## config.mk

```make
export PLATFORM = sky130hd
export DESIGN_NAME = qracc_tile_sched
export DESIGN_NICKNAME = d
export VERILOG_FILES = /design/src/rtl/qracc_tile_sched.sv
export SDC_FILE = /design/constraint.sdc
export NUM_CORES = 1
export LEC_CHECK = 0
export CORE_AREA = 2 2 539 541
export CTS_CLUSTER_SIZE = 16
export DETAILED_ROUTE_END_ITERATION = 16
export DIE_AREA = 0 0 541 543
export SYNTH_ARGS = -nofsm -noshare
export SYNTH_HDL_FRONTEND = slang
export SYNTH_SLANG_ARGS = --single-unit
```

## constraint.sdc

```tcl
create_clock -name clk -period 8.5 [get_ports clk]
set_input_delay 1.275 -clock clk [delete_from_list [all_inputs] [get_ports clk]]
set_output_delay 1.275 -clock clk [all_outputs]
set_load 0.02 [all_outputs]
```

## src/rtl/qracc_tile_sched.sv

```systemverilog
`default_nettype none
// +--------------------------------------------------------------------------+
// | qracc_tile_sched: layer scheduler; weight-tile loads, credit-based MAC    |
// | issue and output buffering for the bit-serial QR accelerator.             |
// | Revision: 1.0                                                             |
// +--------------------------------------------------------------------------+
module qracc_tile_sched #(
  parameter int NUM_ROWS    = 128,
  parameter int NUM_COLS    = 32,
  parameter int INPUT_BITS  = 4,
  parameter int OUTPUT_BITS = 4,
  parameter int FIFO_DEPTH  = 4
) (
  input  logic                              clk,
  input  logic                              nrst,
  input  logic                              start_i,
  input  logic [7:0]                        cfg_num_tiles_i,
  input  logic [15:0]                       cfg_num_vectors_i,
  output logic                              busy_o,
  output logic                              done_o,
  output logic                              err_o,
  input  logic                              w_valid_i,
  output logic                              w_ready_o,
  input  logic [NUM_COLS-1:0]               w_data_i,
  output logic                              rq_valid_o,
  input  logic                              rq_ready_i,
  output logic                              rq_wr_o,
  output logic [$clog2(NUM_ROWS)-1:0]       addr_o,
  output logic [NUM_COLS-1:0]               wr_data_o,
  input  logic                              x_valid_i,
  output logic                              x_ready_o,
  input  logic [NUM_ROWS*INPUT_BITS-1:0]    x_data_i,
  output logic                              mac_valid_o,
  input  logic                              mac_ready_i,
  output logic [NUM_ROWS*INPUT_BITS-1:0]    mac_data_o,
  input  logic                              acc_valid_i,
  input  logic [NUM_COLS*OUTPUT_BITS-1:0]   acc_data_i,
  output logic                              y_valid_o,
  input  logic                              y_ready_i,
  output logic [NUM_COLS*OUTPUT_BITS-1:0]   y_data_o,
  output logic                              y_last_o
);

  localparam int ROW_W = $clog2(NUM_ROWS);
  localparam int PTR_W = $clog2(FIFO_DEPTH);
  localparam int CNT_W = PTR_W + 1;
  localparam int Y_W   = NUM_COLS * OUTPUT_BITS;
  localparam logic [ROW_W-1:0] ROW_LAST = ROW_W'(NUM_ROWS - 1);
  localparam logic [CNT_W-1:0] CREDITS  = CNT_W'(FIFO_DEPTH);

  typedef enum logic [2:0] {
    S_IDLE    = 3'd0,
    S_LOAD_W  = 3'd1,
    S_COMPUTE = 3'd2,
    S_DRAIN   = 3'd3,
    S_DONE    = 3'd4
  } state_t;

  state_t state, state_nxt;

  logic [7:0]       cfg_tiles;
  logic [15:0]      cfg_vecs;
  logic [7:0]       tile_cnt;
  logic [ROW_W-1:0] row_cnt;
  logic [15:0]      vec_cnt;
  logic [CNT_W-1:0] outstanding;
  logic             err;

  logic             tag_mem [FIFO_DEPTH];
  logic [PTR_W-1:0] tag_wr, tag_rd;
  logic [CNT_W-1:0] tag_cnt;

  logic [Y_W:0]     fifo_mem [FIFO_DEPTH];
  logic [PTR_W-1:0] f_wr, f_rd;
  logic [CNT_W-1:0] f_cnt;

  logic in_load, in_comp, issue_ok, issue, w_beat;
  logic last_row, last_vec, last_tile, start_acc;
  logic acc_take, acc_err, y_pop, drain_empty;

  assign in_load     = (state == S_LOAD_W);
  assign in_comp     = (state == S_COMPUTE);
  // Outstanding counts MACs in flight plus FIFO entries, so a credit is a FIFO slot.
  assign issue_ok    = (outstanding < CREDITS);
  assign last_row    = (row_cnt == ROW_LAST);
  assign last_vec    = (vec_cnt == cfg_vecs - 16'd1);
  assign last_tile   = (tile_cnt == cfg_tiles - 8'd1);
  assign start_acc   = (state == S_IDLE) && start_i;
  assign drain_empty = (outstanding == '0);

  assign rq_valid_o  = in_load & w_valid_i;
  assign w_ready_o   = in_load & rq_ready_i;
  assign rq_wr_o     = rq_valid_o;
  assign addr_o      = row_cnt;
  assign wr_data_o   = w_data_i;
  assign w_beat      = rq_valid_o & rq_ready_i;

  assign mac_valid_o = in_comp & x_valid_i & issue_ok;
  assign x_ready_o   = in_comp & mac_ready_i & issue_ok;
  assign mac_data_o  = x_data_i;
  assign issue       = mac_valid_o & mac_ready_i;

  assign acc_take    = acc_valid_i & (tag_cnt != '0);
  assign acc_err     = acc_valid_i & (tag_cnt == '0);

  assign y_valid_o   = (f_cnt != '0);
  assign y_pop       = y_valid_o & y_ready_i;
  // Masked so the uninitialised FIFO storage never shows on the outputs.
  assign y_data_o    = y_valid_o ? fifo_mem[f_rd][Y_W-1:0] : '0;
  assign y_last_o    = y_valid_o & fifo_mem[f_rd][Y_W];

  assign busy_o      = (state != S_IDLE);
  assign done_o      = (state == S_DONE);
  assign err_o       = err;

  always_comb begin
    state_nxt = state;
    case (state)
      S_IDLE: begin
        if (start_i) begin
          if ((cfg_num_tiles_i == 8'd0) || (cfg_num_vectors_i == 16'd0))
            state_nxt = S_DONE;
          else
            state_nxt = S_LOAD_W;
        end
      end
      S_LOAD_W: begin
        if (w_beat && last_row) state_nxt = S_COMPUTE;
      end
      S_COMPUTE: begin
        if (issue && last_vec) state_nxt = S_DRAIN;
      end
      S_DRAIN: begin
        if (drain_empty) state_nxt = last_tile ? S_DONE : S_LOAD_W;
      end
      S_DONE:  state_nxt = S_IDLE;
      default: state_nxt = S_IDLE;
    endcase
  end

  always_ff @(posedge clk) begin
    if (!nrst) begin
      state       <= S_IDLE;
      cfg_tiles   <= '0;
      cfg_vecs    <= '0;
      tile_cnt    <= '0;
      row_cnt     <= '0;
      vec_cnt     <= '0;
      outstanding <= '0;
      err         <= 1'b0;
    end else begin
      state <= state_nxt;

      if (start_acc) begin
        cfg_tiles <= cfg_num_tiles_i;
        cfg_vecs  <= cfg_num_vectors_i;
        err       <= 1'b0;
      end else if (acc_err) begin
        err <= 1'b1;
      end

      if (start_acc)
        row_cnt <= '0;
      else if (w_beat)
        row_cnt <= last_row ? '0 : row_cnt + 1'b1;

      // Vector count restarts per tile so last_vec marks every tile's final vector.
      if (start_acc)
        vec_cnt <= '0;
      else if (issue)
        vec_cnt <= last_vec ? 16'd0 : vec_cnt + 16'd1;

      if (start_acc)
        tile_cnt <= '0;
      else if ((state == S_DRAIN) && drain_empty && !last_tile)
        tile_cnt <= tile_cnt + 8'd1;

      case ({issue, y_pop})
        2'b10:   outstanding <= outstanding + 1'b1;
        2'b01:   outstanding <= outstanding - 1'b1;
        default: outstanding <= outstanding;
      endcase
    end
  end

  always_ff @(posedge clk) begin
    if (!nrst) begin
      tag_wr  <= '0;
      tag_rd  <= '0;
      tag_cnt <= '0;
    end else begin
      if (issue)    tag_wr <= tag_wr + 1'b1;
      if (acc_take) tag_rd <= tag_rd + 1'b1;
      case ({issue, acc_take})
        2'b10:   tag_cnt <= tag_cnt + 1'b1;
        2'b01:   tag_cnt <= tag_cnt - 1'b1;
        default: tag_cnt <= tag_cnt;
      endcase
    end
  end

  always_ff @(posedge clk) begin
    if (!nrst) begin
      f_wr  <= '0;
      f_rd  <= '0;
      f_cnt <= '0;
    end else begin
      if (acc_take) f_wr <= f_wr + 1'b1;
      if (y_pop)    f_rd <= f_rd + 1'b1;
      case ({acc_take, y_pop})
        2'b10:   f_cnt <= f_cnt + 1'b1;
        2'b01:   f_cnt <= f_cnt - 1'b1;
        default: f_cnt <= f_cnt;
      endcase
    end
  end

  // Storage needs no reset: the pointers and counts alone define validity.
  always_ff @(posedge clk) begin
    if (issue)    tag_mem[tag_wr] <= last_vec;
    if (acc_take) fifo_mem[f_wr]  <= {tag_mem[tag_rd], acc_data_i};
  end

endmodule
`default_nettype wire

```

### Word-level counts from Yosys, hierarchy flattened

Memory sizes are Yosys's and may differ from the RTL's. A register that Yosys moved wholly into a read port is not among the register bits.
Cells that the tools add are included.

* register bits: 76
* bits in writable memories: 520
* output and inout port bits: 689
* memories: 2

Memories
* fifo_mem: words 4, bits a word 129, rd ports 1, clocked after Yosys merged registers in 1, write ports 1, RTL line 73 `logic [Y_W:0] fifo_mem [FIFO_DEPTH];`
* tag_mem: words 4, bits a word 1, rd ports 1, clocked after Yosys merged registers in 1, write ports 1, RTL line 69 `logic tag_mem [FIFO_DEPTH];`

* add/sub/neg operators: 15
* order comparisons: 1
* eq/ne operators: 17
* multiplexer cells: 21
* bitwise logic cells: 13
* reduce and logical (&&, ||, !) cells: 20

Operators with widths (count)
* $mux W128: 1
* $mux W3: 6
* $pmux W3 S2: 3
* $add A16 B1 Y16 const B: 1
* $eq A16 B16 Y1: 1
* $logic_not A16 Y1: 1
* $mux W16: 1
* $sub A16 B1 Y16 const B: 1
* $and A1 B1 Y1: 12
* $pmux W3 S4: 1
* $add A3 B1 Y3 const B: 3
* $logic_not A3 Y1: 3
* $reduce_bool A3 Y1: 3
* $sub A3 B1 Y3 const B: 3
* $add A2 B1 Y2 const B: 4
* $add A8 B1 Y8 const B: 1
* $eq A8 B8 Y1: 1
* $logic_not A8 Y1: 1
* $mux W2: 4
* $sub A8 B1 Y8 const B: 1
* $add A7 B1 Y7 const B: 1
* $eq A7 B7 Y1 const B: 1
* $mux W7: 1
* $eq A2 B1 Y1 const B: 3
* 15 further kinds: 29

### Longest topological paths before layout

Gate-level depths: netlist of run 1.

* word-level depth: 7
* mapped depth: 11
* gate-level depth less buffers: 9

### Worst setup path after synthesis of run 1

Ideal clock, no wire load.

* kind: input-to-reg
* start: in acc_valid_i
* end: mem fifo_mem[0][0] (netlist bit) (enable)
* library setup time: 503 ps
* arrival: 4706 ps
* required time: 7997 ps
* slack: 3291 ps
* cell stages on the path: 3
* cells stage by stage: nor2b_1 > clkbuf_1 > and2_1

* cells in the longest elaborated chain, start to end: 3

RTL lines
* start: declaration: RTL line 36 `input logic acc_valid_i,`
* $and A1 B1 Y1: RTL line 103 `assign acc_take = acc_valid_i & (tag_cnt != '0);`
* via acc_take: RTL line 79 `logic acc_take, acc_err, y_pop, drain_empty;`
* $mux W1: RTL line 221 `if (acc_take) fifo_mem[f_wr] <= {tag_mem[tag_rd], acc_data_i};`
* $mux W1 (not written as such): RTL line 221
* end: declaration: RTL line 73

The timed path passes the listed nets, and every way through them passes these cells.

==> results of run 1 <==
==> through the flow <==
step / hold WS, ns / area (um^2) / setup WS [ns] / power [mW] / utilization, %
final: 0.481 / 33700 / 3.73 / 6.01 / 11.7
after global placement: 0.466 / 31800 / 4.00 / 3.47 / 11.1
after CTS: 0.489 / 33700 / 3.27 / 6.11 / 11.7
after floorplan: 0.455 / 28100 / 3.29 / 3.72 / -
after detailed placement: 0.480 / 31800 / 4.02 / 3.48 / 11.1
after global routing: 0.519 / 33700 / 3.39 / 6.23 / 11.7
==> flip-flops by register name, indices dropped and copies added, names as in the netlist, 4 cells and up, named ones only <==
signal	flops
fifo_mem	516
cfg_vecs	16
vec_cnt	16
cfg_tiles	8
tile_cnt	8
addr_o	7
tag_mem	4
==> cell usage in the layout, fill, tap and decap left out, drive strengths merged, types with 17 or more instances in the layout <==
| cell type | instances |
|---|---|
| a21boi | 28 |
| and2 | 158 |
| clkbuf | 78 |
| clkdlybuf4s50 | 305 |
| clkinv | 25 |
| dfxtp | 80 |
| edfxtp | 520 |
| inv | 32 |
| mux4 | 130 |
| nand2 | 75 |
| nor2 | 28 |
| nor3 | 29 |
| o21ai | 17 |
| xnor2 | 34 |
| xor2 | 23 |
==> layout make-up <==
cell class	instances	area share (%)
Multi-Input combinational cell	678	19.4
Timing Repair Buffer	321	9.55
Clock buffer	78	4.81
Antenna cell	8	0.0593
Sequential cell	600	51.1
Inverter	27	0.300
Clock inverter	35	0.849
Tap cell	3781	14.0
==> cell families after synthesis <==
group | synth area share [%]
AO/OA/AOI/OAI | 2.22
XOR/XNOR | 1.77
adder cells (fa/ha/maj) | 0.925
buffers and inverters | 15.8
flip-flops | 61.2
multiplexers | 10.5
AND/OR/NAND/NOR | 7.63
==> power by group through the flow <==
stage	clock network (mW)	logic (mW)	registers (mW)
after detailed placement	0	0.202	3.28
final	2.60	0.200	3.21
after CTS	2.69	0.203	3.21
after floorplan	0	0.445	3.27
after global routing	2.79	0.220	3.21
after global placement	0	0.196	3.28
==> worst max path at each step <==
stage	start	end	slack (ns)	depth (start not counted)
2_1_floorplan	acc_valid_i	fifo_mem[0][0]	3.29	3
3_3_place_gp	rq_ready_i	w_ready_o	4.00	3
3_5_place_dp	state[0]	w_ready_o	4.02	3
4_1_cts	state[0]	w_ready_o	3.27	3
5_1_grt	state[0]	w_ready_o	3.39	3
6_report	flip-flop	y_data_o[29]	3.73	4
==> synthesized netlist by cell type (all sizes together), types with 2 or more instances <==
cell	count	area [um^2]
nand3	10	50.1
xor2	23	201
buf	567	4180
nor2b	5	31.3
nand2	75	282
o31ai	5	37.5
nand3b	2	15.0
o21ba	2	20.0
a31oi	3	18.8
or3	14	88.8
dfxtp	80	1600
clkbuf	40	150
inv	27	101
xnor2	34	298
nand4b	2	17.5
nor4	12	96.3
or4	9	73.8
a211oi	2	15.0
nor3	29	145
a2111oi	3	32.5
fa	3	60.1
and3	11	70.1
a21oi	15	75.1
o21ai	17	85.1
a21boi	28	210
o211ai	5	42.5
and2	158	988
nor4b	3	26.3
mux2i	2	20.0
mux4	130	2930
nand4	12	75.1
edfxtp	520	15600
nor2	28	105
ha	16	200
==> worst max-delay path: cells and delay by family, from the launching register on <==
family | cells | cell delay [ns]
buf+inv | 2 | 1.36
mux | 1 | 0.61
flops | 1 | 0.51
simple gates | 1 | 0.17
==> routing by layer <==
metal | vias to the layer above | share of wire, %
met5 | - | 1.1
met3 | 373 | 25
met1 | 7242 | 33
met2 | 1535 | 37
met4 | 22 | 3.8
li1 | 5973 | -
==> flow_metrics.env, run 1 <==
export IMPL_holdBufCountCts=0
export IMPL_dp_hpwl_um=110000
export IMPL_grt_busiest_layer="met2"
export IMPL_swShare_pct=21.0
export IMPL_drive_above_1_share_pct=15.0
export IMPL_synth_fp_nets=2636
export IMPL_post_place_cells=5407
export IMPL_grt_setup_unrepaired="false"
export IMPL_syn2layout_area_growth_pct=19.9
export IMPL_routed_via_density=2.74
export IMPL_fin_crit_sh_pct=56.1
export IMPL_num_rows=197
export IMPL_synth_warnings=0
export IMPL_synth_cell_type_count=65
export IMPL_worst_pin_slew_ns=1.08
export IMPL_status="finished clean"
export IMPL_finalSetupViolCount=0
export IMPL_vias=15145
export IMPL_crit_slowest_cell="buf_12"
export IMPL_start_util_pct=9.79
export IMPL_drtIter0Drc=1154
export IMPL_n_fill_cell=32236
export IMPL_reg2reg_depth=7
export IMPL_globalplace_congestion=0.720
export IMPL_p_leak_nw=9.47
export IMPL_die_w_um=541
export IMPL_cp_required_ns=7.22
export IMPL_worstPathArrival_ns=3.49
export IMPL_holdPathEnd="err_o"
export IMPL_die_height_um=543
export IMPL_ys_ff_latch=600
export IMPL_vdd_drop_max_mv=0.146
export IMPL_rrSetupSlack_ns=4.95
export IMPL_multiInputGateArea_um2=6530
export IMPL_cp_start_kind="flip-flop"
export IMPL_clock_sinks=600
export IMPL_finClkSkew_ns=0.0266
export IMPL_cts_resized=0
export IMPL_grt_pass1_vias=14800
export IMPL_gr_usage_met2_pct=11.2
export IMPL_cts_max_path_buffers=3
export IMPL_use_met3_pct=10.0
export IMPL_synth_area_um2=28100
export IMPL_drc_errors=0
export IMPL_htree_levels=2
export IMPL_track_usage_pct=8.82
export IMPL_synthesis_instances=1912
export IMPL_ys_seq_area_share_pct=61.2
export IMPL_port_buffers=305
export IMPL_power_frac_clock_pct=43.2
export IMPL_power_switching_mw=1.27
export IMPL_avgSynthCellArea_um2=14.7
export IMPL_pwr_density_cell_nw_per_um2=178
export IMPL_worstHoldPathType="reg -> reg"
export IMPL_post_route_min_period_ns=4.77
export IMPL_timing_fmax_ghz=0.210
export IMPL_seqCellArea_um2=17200
export IMPL_gr_usage_met1_pct=8.83
export IMPL_min_from="err_o"
export IMPL_pwr_share_comb_pct=3.3
export IMPL_cts_root_buf="clkbuf_16"
export IMPL_slew_violations=0
export IMPL_critPathMaxStageDelay_ns=0.74
export IMPL_postRouteAntennaNets=0
export IMPL_routed_wl_um=137000
export IMPL_p_int_mw=4.75
export IMPL_post_drt_wl_per_cell_um=24.7
export IMPL_path_class="reg -> out"
export IMPL_grt_pass1_wl_um=168000
export IMPL_path_cells="buf_12, mux4_2, and2_1, clkdlybuf4s50_1"
export IMPL_fin_nets=2413
export IMPL_fin_cells=5528
export IMPL_ys_async_sr_fraction_pct=0
export IMPL_grt_max_degree=119
export IMPL_drv_cap=0
export IMPL_cts_tree="done"
export IMPL_dieArea_um2=294000
export IMPL_p_seq_share_pct=53.4
export IMPL_cts_buffers=61
export IMPL_r2r_end="tile_cnt[7]"
export IMPL_ios=1394
export IMPL_rr_startpoint="state[1]"
export IMPL_slew_headroom_pct=27.9
export IMPL_synth_top_flop_cell="edfxtp_1"
export IMPL_end_kind="primary output"
export IMPL_cp_max_fo=118
export IMPL_setup_tns_ns=0
export IMPL_antenna_found_initial=67
export IMPL_cts_clk_slew_worst_paths_ns=0.06
export IMPL_hold_violations=0
export IMPL_drt_pass1_iterations=5
export IMPL_synth_edf_count=520
export IMPL_fp_coreArea_um2=287000
export IMPL_clock_latency_ns=0.64
export IMPL_cts_setup_buffers=0
export IMPL_hold_depth=2
export IMPL_grt_remaining_overflow=0
Note: power is estimated with default switching activity, not from simulation.
==> run 2: changes to the inputs <==
==> constraint.sdc (replaced) <==
create_clock -name clk -period 4.4 [get_ports clk]
set_input_delay 0.66 -clock clk [delete_from_list [all_inputs] [get_ports clk]]
set_output_delay 0.66 -clock clk [all_outputs]
set_load 0.02 [all_outputs]
==> flow_metrics.env, run 2 (synthesis gave the netlist of run 1 again) <==
export IMPL_post_route_min_period_ns=3.73
export IMPL_cts_root_buf="clkbuf_16"
export IMPL_worstHoldPathType="reg -> reg"
export IMPL_ios=1394
export IMPL_mostFrequentLayoutCell="edfxtp_1"
export IMPL_r2r_end="tag_mem[0]"
export IMPL_cts_clk_slew_worst_paths_ns=0.06
export IMPL_timing_fmax_ghz=0.268
export IMPL_track_usage_pct=8.92
export IMPL_p_int_mw=9.64
export IMPL_pwr_share_comb_pct=3.2
export IMPL_syn2layout_area_growth_pct=22.4
export IMPL_slew_violations=0
export IMPL_largest_register_ff_count=516
export IMPL_rr_startpoint="cfg_vecs[6]"
export IMPL_finalSetupViolCount=0
export IMPL_hold_depth=2
export IMPL_die_w_um=541
export IMPL_dp_hpwl_um=111000
export IMPL_grt_busiest_layer="met2"
export IMPL_status="finished clean"
export IMPL_hold_violations=0
export IMPL_drv_cap=0
export IMPL_slew_headroom_pct=38.2
export IMPL_reg2reg_depth=6
export IMPL_worstPathArrival_ns=3.07
export IMPL_cp_required_ns=3.74
export IMPL_p_leak_nw=9.79
export IMPL_dieArea_um2=294000
export IMPL_reg_largest_list="fifo_mem (516), cfg_vecs (16), vec_cnt (16)"
export IMPL_postRouteAntennaNets=0
export IMPL_routed_via_density=2.74
export IMPL_grt_max_degree=67
export IMPL_vdd_drop_max_mv=0.255
export IMPL_final_core_utilization_pct=12.0
export IMPL_pwr_density_cell_nw_per_um2=356
export IMPL_cp_start_kind="flip-flop"
export IMPL_multiInputGateArea_um2=6520
export IMPL_num_rows=197
export IMPL_seqCellArea_um2=17200
export IMPL_final_cell_mix="edfxtp_1, clkdlybuf4s50_1, and2_1, mux4_2, dfxtp_1"
export IMPL_clock_latency_ns=0.66
export IMPL_fin_nets=2447
export IMPL_cts_max_path_buffers=3
export IMPL_start_util_pct=9.79
export IMPL_routed_wl_um=137000
export IMPL_cts_buffers=67
export IMPL_path_class="reg -> out"
export IMPL_holdBufCountCts=0
export IMPL_holdPathEnd="err_o"
export IMPL_antenna_found_initial=72
export IMPL_power_switching_mw=2.62
export IMPL_post_drt_wl_per_cell_um=24.6
export IMPL_grt_pass1_wl_um=170000
export IMPL_n_fill_cell=32229
export IMPL_die_height_um=543
export IMPL_worst_pin_slew_ns=0.927
export IMPL_dpl_cell_area_um2=32200
export IMPL_htree_levels=3
export IMPL_grt_remaining_overflow=0
export IMPL_fin_crit_sh_pct=84.9
export IMPL_grt_setup_unrepaired="false"
export IMPL_drtIter0Drc=1088
export IMPL_power_frac_clock_pct=46.2
export IMPL_power_mw=12.3
export IMPL_end_kind="primary output"
export IMPL_final_area_um2=34400
export IMPL_gr_usage_met2_pct=11.3
export IMPL_min_from="err_o"
export IMPL_cts_resized=0
export IMPL_port_buffers=305
export IMPL_clock_sinks=600
export IMPL_cts_setup_buffers=0
export IMPL_top_register="fifo_mem"
export IMPL_drc_errors=0
export IMPL_finClkSkew_ns=0.0571
export IMPL_p_seq_share_pct=50.6
export IMPL_grt_pass1_vias=15160
export IMPL_fp_coreArea_um2=287000
export IMPL_drive_above_1_share_pct=16.9
export IMPL_swShare_pct=21.4
export IMPL_use_met3_pct=10.1
export IMPL_setup_tns_ns=0
export IMPL_vias=15234
export IMPL_cp_max_fo=39
export IMPL_drt_pass1_iterations=5
export IMPL_globalplace_congestion=0.729
export IMPL_gr_usage_met1_pct=8.87
export IMPL_rrSetupSlack_ns=1.09
export IMPL_cts_tree="done"
## run 2: metal layers
| layer | up-vias | wire, um |
|---|---|---|
| li1 | 6042 | - |
| met1 | 7271 | 45800 |
| met2 | 1500 | 50500 |
| met3 | 397 | 33600 |
| met4 | 24 | 5860 |
| met5 | - | 1050 |
## run 2: worst max-delay path by stage
| stage | from | to | slack [ns] | depth (start not counted) |
|---|---|---|---|---|
| after CTS | state[0] | done_o | 0.48 | 3 |
| after floorplan | acc_valid_i | fifo_mem[0][0] | 1.23 | 3 |
| after global routing | flip-flop | y_data_o[58] | 0.49 | 4 |
| after global placement | w_valid_i | state[0] | 0.96 | 7 |
| after detailed placement | w_valid_i | state[0] | 1.03 | 7 |
| final | flip-flop | y_data_o[58] | 0.67 | 4 |
## run 2: through the flow
step	instances	hold WS, ns	setup slack [ns]
after floorplan	1912	0.455	1.23
after global placement	5435	0.457	0.957
after detailed placement	5435	0.462	1.03
after CTS	5554	0.475	0.481
after global routing	5554	0.500	0.488
final	5556	0.468	0.666
## run 2: area by class of cell
| class | instances | area share (%) |
|---|---|---|
| multi-input combinational | 678 | 18.9 |
| sequential | 600 | 50.0 |
| tap | 3781 | 13.7 |
| inverter | 27 | 0.294 |
| clock buffer | 77 | 4.98 |
| antenna | 2 | 0.0145 |
| clock inverter | 42 | 1.44 |
| timing repair buffer | 349 | 10.6 |
## run 2: power groups by stage
stage                     Combinational (mW)  Sequential (mW)  Clock (mW)
final                                  0.393             6.21        5.66
after global routing                   0.430             6.21        6.08
after CTS                              0.397             6.21        5.89
after detailed placement               0.395             6.33           0
after global placement                 0.379             6.33           0
after floorplan                        0.860             6.32           0
## run 2: worst max-delay path: stages (launching register included)
cell and delay [ns]:
dfxtp_4 0.63, buf_12 0.36, mux4_2 0.63, and2_1 0.20
clkdlybuf4s50_1 0.53
==> variant 1 (config.mk and constraints of run 2) <==
`NUM_COLS`: 32 -> 64.
--- a/src/rtl/qracc_tile_sched.sv
+++ b/src/rtl/qracc_tile_sched.sv
@@ -6,7 +6,7 @@
 // +--------------------------------------------------------------------------+
 module qracc_tile_sched #(
   parameter int NUM_ROWS    = 128,
-  parameter int NUM_COLS    = 32,
+  parameter int NUM_COLS    = 64,
   parameter int INPUT_BITS  = 4,
   parameter int OUTPUT_BITS = 4,
   parameter int FIFO_DEPTH  = 4
Interface: changed (resized acc_data_i, w_data_i, wr_data_o and y_data_o); port bits go from 1394 to 1714. The function was not compared with the original's and may differ.
==> variant 1 against run 2 <==
Design area rose by 66%; total power up 65%; routed wire length rose to 2.5 times the old value; global-route usage grew 14 points; sequential cell count up 512; hold slack gained 9.7 ps; area after synthesis increased by 69%; worst setup slack got worse by 140 ps; final cell count grew 20%; largest cell class unchanged.
==> variant 1: results (changes against run 2) <==
* Outcome: completed
* FF+latch area at 0.0326 mm^2 (+89%)
* Total vias in the final route at 25700 (+68%)
* Complex-gate fraction of the synthesized area at 1.13% (-1.1 points)
* Crit path max-delay cell type: clkdlybuf4s50_1
* Synthesized netlist net count at 3641 (+38%)
* GRT Resource Usage Total at 22.8% (+14 points)
* Clock latency on the worst-skew pair at 730 ps (+70 ps)
* GR met3 Demand/Resource at 43.1% (+33 points)
* Met3 Wirelength at 142000 um (+320%)
* Post-detailed-placement half-perimeter wirelength at 302000 um (+170%)
* Final GP Congestion at 0.904 (+24%)
* Commonest cells in the netlist: edfxtp_1, buf_4, and2_1
* TritonCTS buffer count at 89 (+33%)
* Multi-input combinational cell count at 930 (+37%)
* Multi-input logic area at 0.0102 mm^2 (+57%)
* Number of nets at the end of the flow at 3681 (+50%)
* Biggest area contributors in the synthesized netlist: edfxtp_1, mux4_2, buf_4
* Clock tree buffer count of the final layout at 106 (+38%)
* Top fanout value on the critical path at 44 (+13%)
* First-iteration detailed-routing DRC count at 2131 (+96%)
* Worst path max stage delay at 660 ps (+30 ps)
* Met2 layer usage reported by global route at 23.3% (+12 points)
* Leakage power at 17.0 nW (+73%)
* IO Port Bufs at 561 (+84%)
* Worst max-slew margin expressed relative to the limit at 42.3% (+4.1 points)
* Mux share of post-synthesis cell area at 12.3% (+1.8 points)
* # diodes at 27 (+25)
* Clock sink count at 1112 (+85%)
* Routed vias/inst at 3.84 (+40%)
* Signal buf overhead at 11.4% (+0.82 points)
* Number of non-clock inverters at 26 (-3.7%)
* Post-synthesis share of cell area spent on xor and xnor gates at 1.16% (-0.62 points)
* Worst setup skew after layout at 40.3 ps (-16.8 ps)
* Per-instance average area after synthesis at 17.3 um^2 (+17%)
* GR Layer Usage met1 at 17.3% (+8.4 points)
* Data arrival time of the critical path at 3210 ps (+140 ps)
* DR WL met2 at 103000 um (+100%)
* Post-route cell area at 0.0571 mm^2 (+66%)
* Total placed instance area at 0.0542 mm^2 (+68%)
* Number of enable-type register cells in the synthesized netlist at 1032 (+98%)
[variant 1: path summary, 6_finish.rpt]
path	slack (ps)	to	start	cells past startpoint
setup / recovery	530	y_data_o[147]	register	4
hold / removal	480	cfg_tiles[7]	cfg_tiles[7]	2
setup reg to reg	1430	tag_cnt[2]	state[1]	10
hold reg to reg	480	cfg_tiles[7]	cfg_tiles[7]	2
[variant 1: worst reg2reg max path, stage by stage, from the launching register on]
cell      delay (ps)
dfxtp_1          560
nor4b_1          280
buf_4            190
and3_1           510
inv_1            180
ha_1             280
inv_1             90
fa_1             180
xor2_1            80
or3_1            320
a21boi_0         210
[variant 1: where the power goes]
part	internal (W)	total [W]	switching, W	leakage, nW
Clock	0.00424	0.00811	0.00387	1.40
Combinational	0.000304	0.000581	0.000277	5.63
Sequential	0.0115	0.0116	0.0000256	9.92
Total	0.0161	0.0202	0.00417	17.0
==> variant 2 (config.mk and constraints of run 2) <==
Made on the original files. Reset style: asynchronous (`nrst`), changed in 3 clocked blocks.
--- a/src/rtl/qracc_tile_sched.sv
+++ b/src/rtl/qracc_tile_sched.sv
@@ -138,7 +138,7 @@
     endcase
   end
 
-  always_ff @(posedge clk) begin
+  always_ff @(posedge clk or negedge nrst) begin
     if (!nrst) begin
       state       <= S_IDLE;
       cfg_tiles   <= '0;
@@ -183,7 +183,7 @@
     end
   end
 
-  always_ff @(posedge clk) begin
+  always_ff @(posedge clk or negedge nrst) begin
     if (!nrst) begin
       tag_wr  <= '0;
       tag_rd  <= '0;
@@ -199,7 +199,7 @@
     end
   end
 
-  always_ff @(posedge clk) begin
+  always_ff @(posedge clk or negedge nrst) begin
     if (!nrst) begin
       f_wr  <= '0;
       f_rd  <= '0;
Formal check against the unedited RTL: differs if nrst is asserted again (counterexample within 4 cycles, from zero or initial values and one cycle with nrst low); with nrst held inactive, the same outputs for 4 cycles.
==> variant 2 against run 2 <==
Final cell count shrank 0.72%; critical path depth is the same; area after synthesis grew 0.65%; design area shrank 0.45%; sequential cell count shrank 4; synthesized cell count shrank 0.78%; routed wire length grew 0.90%; worst setup slack lost 11 ps.
Power is not compared: it rests on default switching activity, and its combinational part moved more than twofold at a synthesized area within 25%.
==> variant 2: results (changes against run 2) <==
* Post-detailed-placement half-perimeter wirelength at 112000 um (+0.32%)
* Async set-or-reset flop fraction in the synthesized netlist at 12.8% (+13 points)
* Commonest cells in the netlist: buf_4, edfxtp_1, and2_1
* Reg-to-Reg End: vec_cnt[15]
* Leakage power at 10.3 nW
* Max clock buf depth at 3 (unchanged)
* Final GP Congestion at 0.703 (-3.5%)
* Internal reg-to-reg setup slack at 1220 ps (+130 ps)
* Top fanout value on the critical path at 52 (+33%)
* Pin count of the biggest net entering global routing at 84 (+25%)
* Worst Max-Slew Pin Slew at 967 ps (+39.8 ps)
* Total of warnings raised by yosys at 0 (unchanged)
* Adder and majority cell fraction of the synthesized area at 0.919% (-0.0060 points)
* Post-synthesis share of cell area spent on xor and xnor gates at 1.86% (+0.081 points)
* Largest registers: fifo_mem x516, cfg_vecs x16, vec_cnt x16
* Number of enable-type register cells in the synthesized netlist at 520 (unchanged)
* Class of the tightest hold or removal check: in -> async
* Max IR drop VDD at 0.409 mV
* Worst setup skew after layout at 33.5 ps (-23.5 ps)
* Clock latency on the worst-skew pair at 650 ps
* Synthesized netlist net count at 2621 (-0.57%)
* Synth unique cells at 67 (+3.1%)
* Start of the worst register-to-register path: state[1]
* Wirelength, routed at 138000 um (+0.90%)
* Outcome: completed
* Worst slack at placement at 724 ps (-311 ps)
* Share of layout cells above drive strength 1 at 16.6% (-0.28 points)
* Number of nets at the end of the flow at 2409 (-1.6%)
* Post-cts resize count at 0 (unchanged)
* GRT Resource Usage Total at 8.97% (+0.054 points)
* IO Port Bufs at 305 (unchanged)
* Clock transition time at the flip-flop clock pins of the worst setup and hold paths at 80 ps (+20 ps)
* Number of detailed-routing iterations run before antenna repair at 5 (unchanged)
* Sequential area share after synthesis at 61.8% (+0.66 points)
* Max H-tree Level at 3 (unchanged)
* TritonCTS buffer count at 67 (unchanged)
* Total sequential power at 0.00814 W
* First-iteration detailed-routing DRC count at 1104 (+1.5%)
* Complex-gate fraction of the synthesized area at 1.73% (-0.49 points)
* Dominant synthesized flop cell: edfxtp_1
* Routed vias/inst at 2.75 (+0.16%)
* Global-route wire length before repair at 171000 um (+0.31%)
* Number of global-route vias before repair at 15100 (-0.63%)
* Cell internal power dissipation at 0.0149 W
* Mux share of post-synthesis cell area at 10.5% (-0.029 points)
* Setup fix buffers added after clock tree synthesis at 0 (unchanged)
* Biggest area contributors in the synthesized netlist: edfxtp_1, buf_4, mux4_2
* Worst Reg-to-Reg Cells at 8 (+2)
* Clock root cell: clkbuf_16
* Initial antenna violation count at 80 (+11%)
* Data arrival time of the critical path at 3080 ps (about the same)
* Power share of the combinational group at 40.2%
-- variant 2: cell type report --
type                       count  area [um^2]
multi-input combinational    662         6390
clock buffer                  80         1780
inverter                      27          101
sequential                   596        17500
clock inverter                35          387
antenna                        4         10.0
fill                       32200       253000
tap                         3781         4730
timing repair buffer         331         3370
-- variant 2: cell families (layout without fill, tap and decap cells) --
kind of cell / Yosys count / in the layout
buffers and inverters: 639 / 473
adders and majority gates: 19 / 19
xor gates and xnor gates: 60 / 60
other: 0 / 4
AOI/OAI and AO/OA: 73 / 73
muxes: 134 / 134
and+or+nand+nor: 376 / 376
DFF: 596 / 596
-- variant 2: worst max path at each step --
| stage | start | to | slack, ps | depth (start not counted) |
|---|---|---|---|---|
| floorplan | acc_valid_i | fifo_mem[0][0] | 1210 | 3 |
| global route | state[1] | mac_valid_o | 280 | 3 |
| global placement | rq_ready_i | state[0] | -900 | 7 |
| detailed placement | rq_ready_i | state[0] | 720 | 7 |
| CTS | state[1] | mac_valid_o | 270 | 3 |
| finish | f_rd[0] | y_data_o[83] | 660 | 4 |
-- variant 2: critical path, stage by stage (launching register included) --
cell	delay [ps]
dfrtp_4	640
buf_12	380
mux4_2	600
and2_1	190
clkdlybuf4s50_1	550
-- variant 2: metrics by stage --
stage	std cells	area (um^2)	setup TNS, ps	hold WS, ps	total power, W
final	5516	34300	0	143	0.0229
after global routing	5513	34300	0	177	0.0242
after CTS	5512	34300	0	141	0.0233
after detailed placement	5397	32100	0	466	0.0177
after global placement	5397	32100	-3440	456	0.0175
after floorplan	1897	28300	0	364	0.0141
-- variant 2: layer usage --
metal  vias up  GRT usage (%)  share of wire, %
li1       5920              -                 -
met1      7321           8.70                33
met2      1476           11.8                38
met3       411           10.5                25
met4        20           2.49               3.4
met5         -           2.48              0.67
